### config.mk
export PLATFORM = sky130hd
export DESIGN_NAME = radix4_sdf_stage
export DESIGN_NICKNAME = d
export VERILOG_FILES = /design/src/rtl/radix4_sdf_stage.sv
export SDC_FILE = /design/constraint.sdc
export NUM_CORES = 2
export LEC_CHECK = 0
export BUFFER_PORTS_ARGS = -buffer_cell sky130_fd_sc_hd__buf_2
export CORE_ASPECT_RATIO = 0.5
export CORE_MARGIN = 2
export CORE_UTILIZATION = 34
export CTS_CLUSTER_DIAMETER = 120
export CTS_CLUSTER_SIZE = 14
export DETAILED_ROUTE_END_ITERATION = 7
export PLACE_DENSITY_LB_ADDON = 0.2
export SYNTH_ARGS = -nofsm -noshare
export SYNTH_HDL_FRONTEND = slang
export SYNTH_SLANG_ARGS = --single-unit
### constraint.sdc
create_clock -name clk -period 54.6 [get_ports clk]
set_clock_uncertainty 0.15 [all_clocks]
set_input_delay 10.92 -clock clk [delete_from_list [all_inputs] [get_ports clk]]
set_output_delay 10.92 -clock clk [all_outputs]
set_load 0.005 [all_outputs]
### src/rtl/radix4_sdf_stage.sv
// Radix-4 decimation-in-frequency SDF stage: a 3*STRIDE-deep delay line feeds one
// full radix-4 butterfly per accepted sample during the last quarter of each block.
module radix4_sdf_stage #(
    parameter int DATA_W = 32,
    parameter int STRIDE = 4,
    parameter int IDX_W  = 2
) (
    input  logic                     clk,
    input  logic                     reset,
    input  logic                     in_valid,
    input  logic                     in_sof,
    input  logic signed [DATA_W-1:0] in_re,
    input  logic signed [DATA_W-1:0] in_im,
    output logic                     out_valid,
    output logic                     out_last,
    output logic [IDX_W-1:0]         out_idx,
    output logic signed [DATA_W+1:0] out0_re,
    output logic signed [DATA_W+1:0] out0_im,
    output logic signed [DATA_W+1:0] out1_re,
    output logic signed [DATA_W+1:0] out1_im,
    output logic signed [DATA_W+1:0] out2_re,
    output logic signed [DATA_W+1:0] out2_im,
    output logic signed [DATA_W+1:0] out3_re,
    output logic signed [DATA_W+1:0] out3_im
);

    localparam int OUT_W = DATA_W + 2;
    localparam int BLOCK = 4 * STRIDE;
    localparam int DEPTH = 3 * STRIDE;
    localparam int CNT_W = $clog2(BLOCK);
    localparam logic [CNT_W-1:0] LAST_E = CNT_W'(BLOCK - 1);
    localparam logic [CNT_W-1:0] Q3_E   = CNT_W'(DEPTH);

    logic [CNT_W-1:0]         cnt;
    logic [CNT_W-1:0]         eff_idx;
    logic                     in_q3;
    logic signed [DATA_W-1:0] line_re [DEPTH];
    logic signed [DATA_W-1:0] line_im [DEPTH];

    // A fresh in_sof forces this sample to index 0 regardless of the running count.
    assign eff_idx = in_sof ? '0 : cnt;
    assign in_q3   = (eff_idx >= Q3_E);

    function automatic logic signed [OUT_W-1:0] sext(input logic signed [DATA_W-1:0] x);
        return {{2{x[DATA_W-1]}}, x};
    endfunction

    logic signed [OUT_W-1:0] a_re, a_im, b_re, b_im, c_re, c_im, d_re, d_im;
    logic signed [OUT_W-1:0] ac_sum_re, ac_sum_im, ac_dif_re, ac_dif_im;
    logic signed [OUT_W-1:0] bd_sum_re, bd_sum_im, bd_dif_re, bd_dif_im;

    // Taps sit at L-1, 2L-1 and 3L-1: the samples accepted L, 2L and 3L ago.
    assign a_re = sext(line_re[DEPTH-1]);
    assign a_im = sext(line_im[DEPTH-1]);
    assign b_re = sext(line_re[2*STRIDE-1]);
    assign b_im = sext(line_im[2*STRIDE-1]);
    assign c_re = sext(line_re[STRIDE-1]);
    assign c_im = sext(line_im[STRIDE-1]);
    assign d_re = sext(in_re);
    assign d_im = sext(in_im);

    assign ac_sum_re = a_re + c_re;
    assign ac_sum_im = a_im + c_im;
    assign ac_dif_re = a_re - c_re;
    assign ac_dif_im = a_im - c_im;
    assign bd_sum_re = b_re + d_re;
    assign bd_sum_im = b_im + d_im;
    assign bd_dif_re = b_re - d_re;
    assign bd_dif_im = b_im - d_im;

    always_ff @(posedge clk) begin
        if (!reset) begin
            cnt       <= '0;
            out_valid <= 1'b0;
            out_last  <= 1'b0;
            out_idx   <= '0;
            out0_re   <= '0;
            out0_im   <= '0;
            out1_re   <= '0;
            out1_im   <= '0;
            out2_re   <= '0;
            out2_im   <= '0;
            out3_re   <= '0;
            out3_im   <= '0;
            // NOTE: the delay line is cleared too, so an abandoned block leaves no stale taps.
            for (int i = 0; i < DEPTH; i++) begin
                line_re[i] <= '0;
                line_im[i] <= '0;
            end
        end else if (in_valid) begin
            line_re[0] <= in_re;
            line_im[0] <= in_im;
            for (int i = 1; i < DEPTH; i++) begin
                line_re[i] <= line_re[i-1];
                line_im[i] <= line_im[i-1];
            end
            cnt       <= (eff_idx == LAST_E) ? '0 : eff_idx + CNT_W'(1);
            out_valid <= in_q3;
            if (in_q3) begin
                out_idx  <= IDX_W'(eff_idx - Q3_E);
                out_last <= (eff_idx == LAST_E);
                out0_re  <= ac_sum_re + bd_sum_re;
                out0_im  <= ac_sum_im + bd_sum_im;
                out1_re  <= ac_dif_re + bd_dif_im;
                out1_im  <= ac_dif_im - bd_dif_re;
                out2_re  <= ac_sum_re - bd_sum_re;
                out2_im  <= ac_sum_im - bd_sum_im;
                out3_re  <= ac_dif_re - bd_dif_im;
                out3_im  <= ac_dif_im + bd_dif_re;
            end
        end else begin
            out_valid <= 1'b0;
        end
    end

endmodule

==> flow_summary_export.csv <==
group,metric,value,unit
routing,routed_via_density,5.34,
floorplan,initial_utilization,0.344,
critical_path,critPathCaptureType,"flop",
power,vdd_drop_max,0.0225,mV
cts,insertion_delay,760,ps
yosys,syn_area,64500,um^2
sta,setup_tns,0,ps
global_routing,grt_pass1_vias,46000,
floorplan,rows,112,
place,place_area,68100,um^2
sta,timing.final.crit_share,0.296,
sta,setup_viol,0,
global_routing,grt_max_degree,313,
yosys,syn_area_per_cell,9.60,um^2
global_routing,grt_pass1_wl,324000,um
cts,clock_path_buffers,3,
critical_path,crit_path_frequent_cell,"o21ai_0",
power,post-layout-total-power,2650,uW
critical_path,worstPathMaxFanout,10,
sta,clock.fmax,0.0618,GHz
cts,cts-root-buf,"clkbuf_16",
sta,hold_viol,0,
cts,numCtsBuffers,85,
critical_path,worstSetupPathType,"in2reg",
routing,drt-pass1-iter-count,6,
critical_path,cp_cell_sequence,"buf_2 -> ha_1 -> fa_1 -> nor2b_1 -> o21ai_0 -> a21boi_1 -> o21ai_0 -> a31oi_1 -> o21ai_0 -> nand2b_1 -> a21boi_0 -> o311ai_0 -> ha_1 -> inv_1 -> a2111oi_0 -> o41ai_1 -> a2111o_1 -> nand2_1 -> o21ai_0 -> a211o_1 -> a21oi_1",
final_layout,layout.cells.most_common_list,"edfxtp_1, and3_1, a21oi_1",
sta,post-route-min-period,16180,ps
routing,wire_per_inst,24.1,um
final_layout,drive_above_1_share,0.0837,
cts,cts_resized,0,
sta,slew_headroom,0.0443,
cts,cts_tree,"done",
floorplan,io_pins,344,
global_routing,grt_usage,0.225,
critical_path,crit_family,"compound AO/OA/AOI/OAI gates",
critical_path,cpPeakStageDelay,640,ps
critical_path,crit_buf_inv,2,
final_layout,nets,7368,
place,port_buffers,343,
sta,whs,300,ps
yosys,yosys.cell_types.count,97,
outcome,outcome,"complete, no violations",
cts,htree_levels,3,
floorplan,dieHeight,312,um
power,leakage,0.0310,uW
floorplan,die_w,620,um
critical_path,start_kind,"primary input",
global_routing,gr-total-overflow,0,
yosys,synth_edf_count,768,
critical_path,critPathSlowestCell,"o311ai_0",
routing,dr.first_iter.drc_count,5155,
routing,routed_wl,225000,um
worst_hold_path,holdCritPathClass,"reg2reg",
sta,tightest_slew,1420,ps
final_layout,final_common_cell,"edfxtp_1",
routing,num_vias,49800,
yosys,seq_area_frac_synth,0.443,
cts,clk_pin_slew_worst_paths,80,ps
global_routing,antenna_found_initial,31,
yosys,postSynthCellCount,6726,
final_layout,fin_area,70600,um^2
yosys,synth_warnings,0,
yosys,ys_ff_latch,1044,
routing,final_antenna_net_count,0,
floorplan,dieArea,194000,um^2
place,hpwl,173000,um
critical_path,crit_required,55120,ps
cts,cts_setup_buffers,0,
final_layout,syn_to_final_growth,9.46,%
floorplan,core_area,188000,um^2
sta,rsz0062_at_grt,"false",
flow_run,cap_violations,0,
power,power-per-cell-area,37.5,nW/um^2
sta,drv_slew,0,
yosys,synth_nets,7331,
critical_path,crit_arrival,16700,ps
cts,hold_buffers,0,
place,place.gp.congestion,0.955,
routing,drc,0,
yosys,async_flop_share,0,
cts,cts_sinks,1044,
yosys,yosys_most_used_dff,"edfxtp_1",
[power breakdown]
group,switching [uW],internal (uW)
logic,748,385
clock network,312,294
registers,18.9,891
total,1080,1570
[path summary, 6_finish.rpt]
path / start / end / slack (ps) / cells after the start
setup / recovery: in_im[0] / out3_re[33]$_SDFFE_PN0P_ / 38420 / 21
setup reg to reg: line_im[1][34]$_SDFFCE_PN0P_ / out0_im[32]$_SDFFE_PN0P_ / 47780 / 21
hold / removal: out0_re[4]$_SDFFE_PN0P_ / out0_re[4]$_SDFFE_PN0P_ / 300 / 2
hold reg to reg: out0_re[4]$_SDFFE_PN0P_ / out0_re[4]$_SDFFE_PN0P_ / 300 / 2
[synth_stat cells (16+ instances only)]
cell type	count	area, um^2
nor2_1	530	1990
a21oi_1	566	2830
a31oi_1	34	213
or3_1	34	213
dfxtp_1	276	5530
nand4_1	35	219
a21o_1	77	578
nand2b_1	61	382
o31a_1	18	158
or4_1	21	158
nor3_1	107	536
and3_1	656	4100
xor2_1	81	709
buf_2	34	170
a211o_1	18	158
nor4_1	35	219
o31ai_1	45	338
fa_1	16	320
o21bai_1	119	893
xnor2_1	380	3330
nand2_1	369	1390
nand3_1	64	320
clkbuf_1	380	1430
o211ai_1	32	240
a211oi_1	115	863
edfxtp_1	768	23100
o21ai_0	274	1370
o21a_1	47	353
inv_1	484	1820
ha_1	521	6520
nor2b_1	58	363
and2_1	143	895
[routing by layer]
layer / up-vias / part of all wire / GRT usage
met5: - / 0 / 0
met4: 0 / 0.030 / 0.0631
met3: 216 / 0.047 / 0.0230
met2: 1243 / 0.43 / 0.336
met1: 24500 / 0.50 / 0.343
li1: 23900 / - / -
[cells by family after synthesis]
| family | count (synthesis) | synth area share |
|---|---|---|
| and+or+nand+nor | 2167 | 0.174 |
| muxes | 6 | 0.000931 |
| buffers and inverters | 926 | 0.0550 |
| DFF | 1044 | 0.443 |
| AOI/OAI and AO/OA | 1585 | 0.159 |
| xor gates and xnor gates | 461 | 0.0626 |
| adders and majority gates | 537 | 0.106 |
[metrics by stage]
stage                     std cells  worst slack [ps]   util
after floorplan                6726             23480      -
after global placement         9183             37930  0.363
after detailed placement       9184             37880  0.363
after CTS                      9310             38640  0.377
after global routing           9310             38160  0.377
final                          9328             38420  0.377
[flip-flops by register name (all words and copies together) (netlist names)]
register,cells
line_im,384
line_re,384
out2_im,34
out2_re,34
out3_im,34
out3_re,34
out0_im,33
out0_re,33
out1_im,33
out1_re,33
cnt,4
out_idx,2
out_last,1
out_valid,1
[tightest hold or removal path: stages (launching register included)]
cell and delay, ps:
dfxtp_1 310, nand2_1 50, a21oi_1 50
[final cells by class]
class / count / area (um^2)
fillers: 19000 / 117000
multi-input cells: 4756 / 32400
flip-flops and latches: 1044 / 28600
well taps: 2508 / 3140
clock buffers: 117 / 2270
repair buffers: 385 / 2100
inverters: 491 / 1850
clock inverters: 9 / 221
diodes: 18 / 45.0
Note: power is estimated with default switching activity, not from simulation.
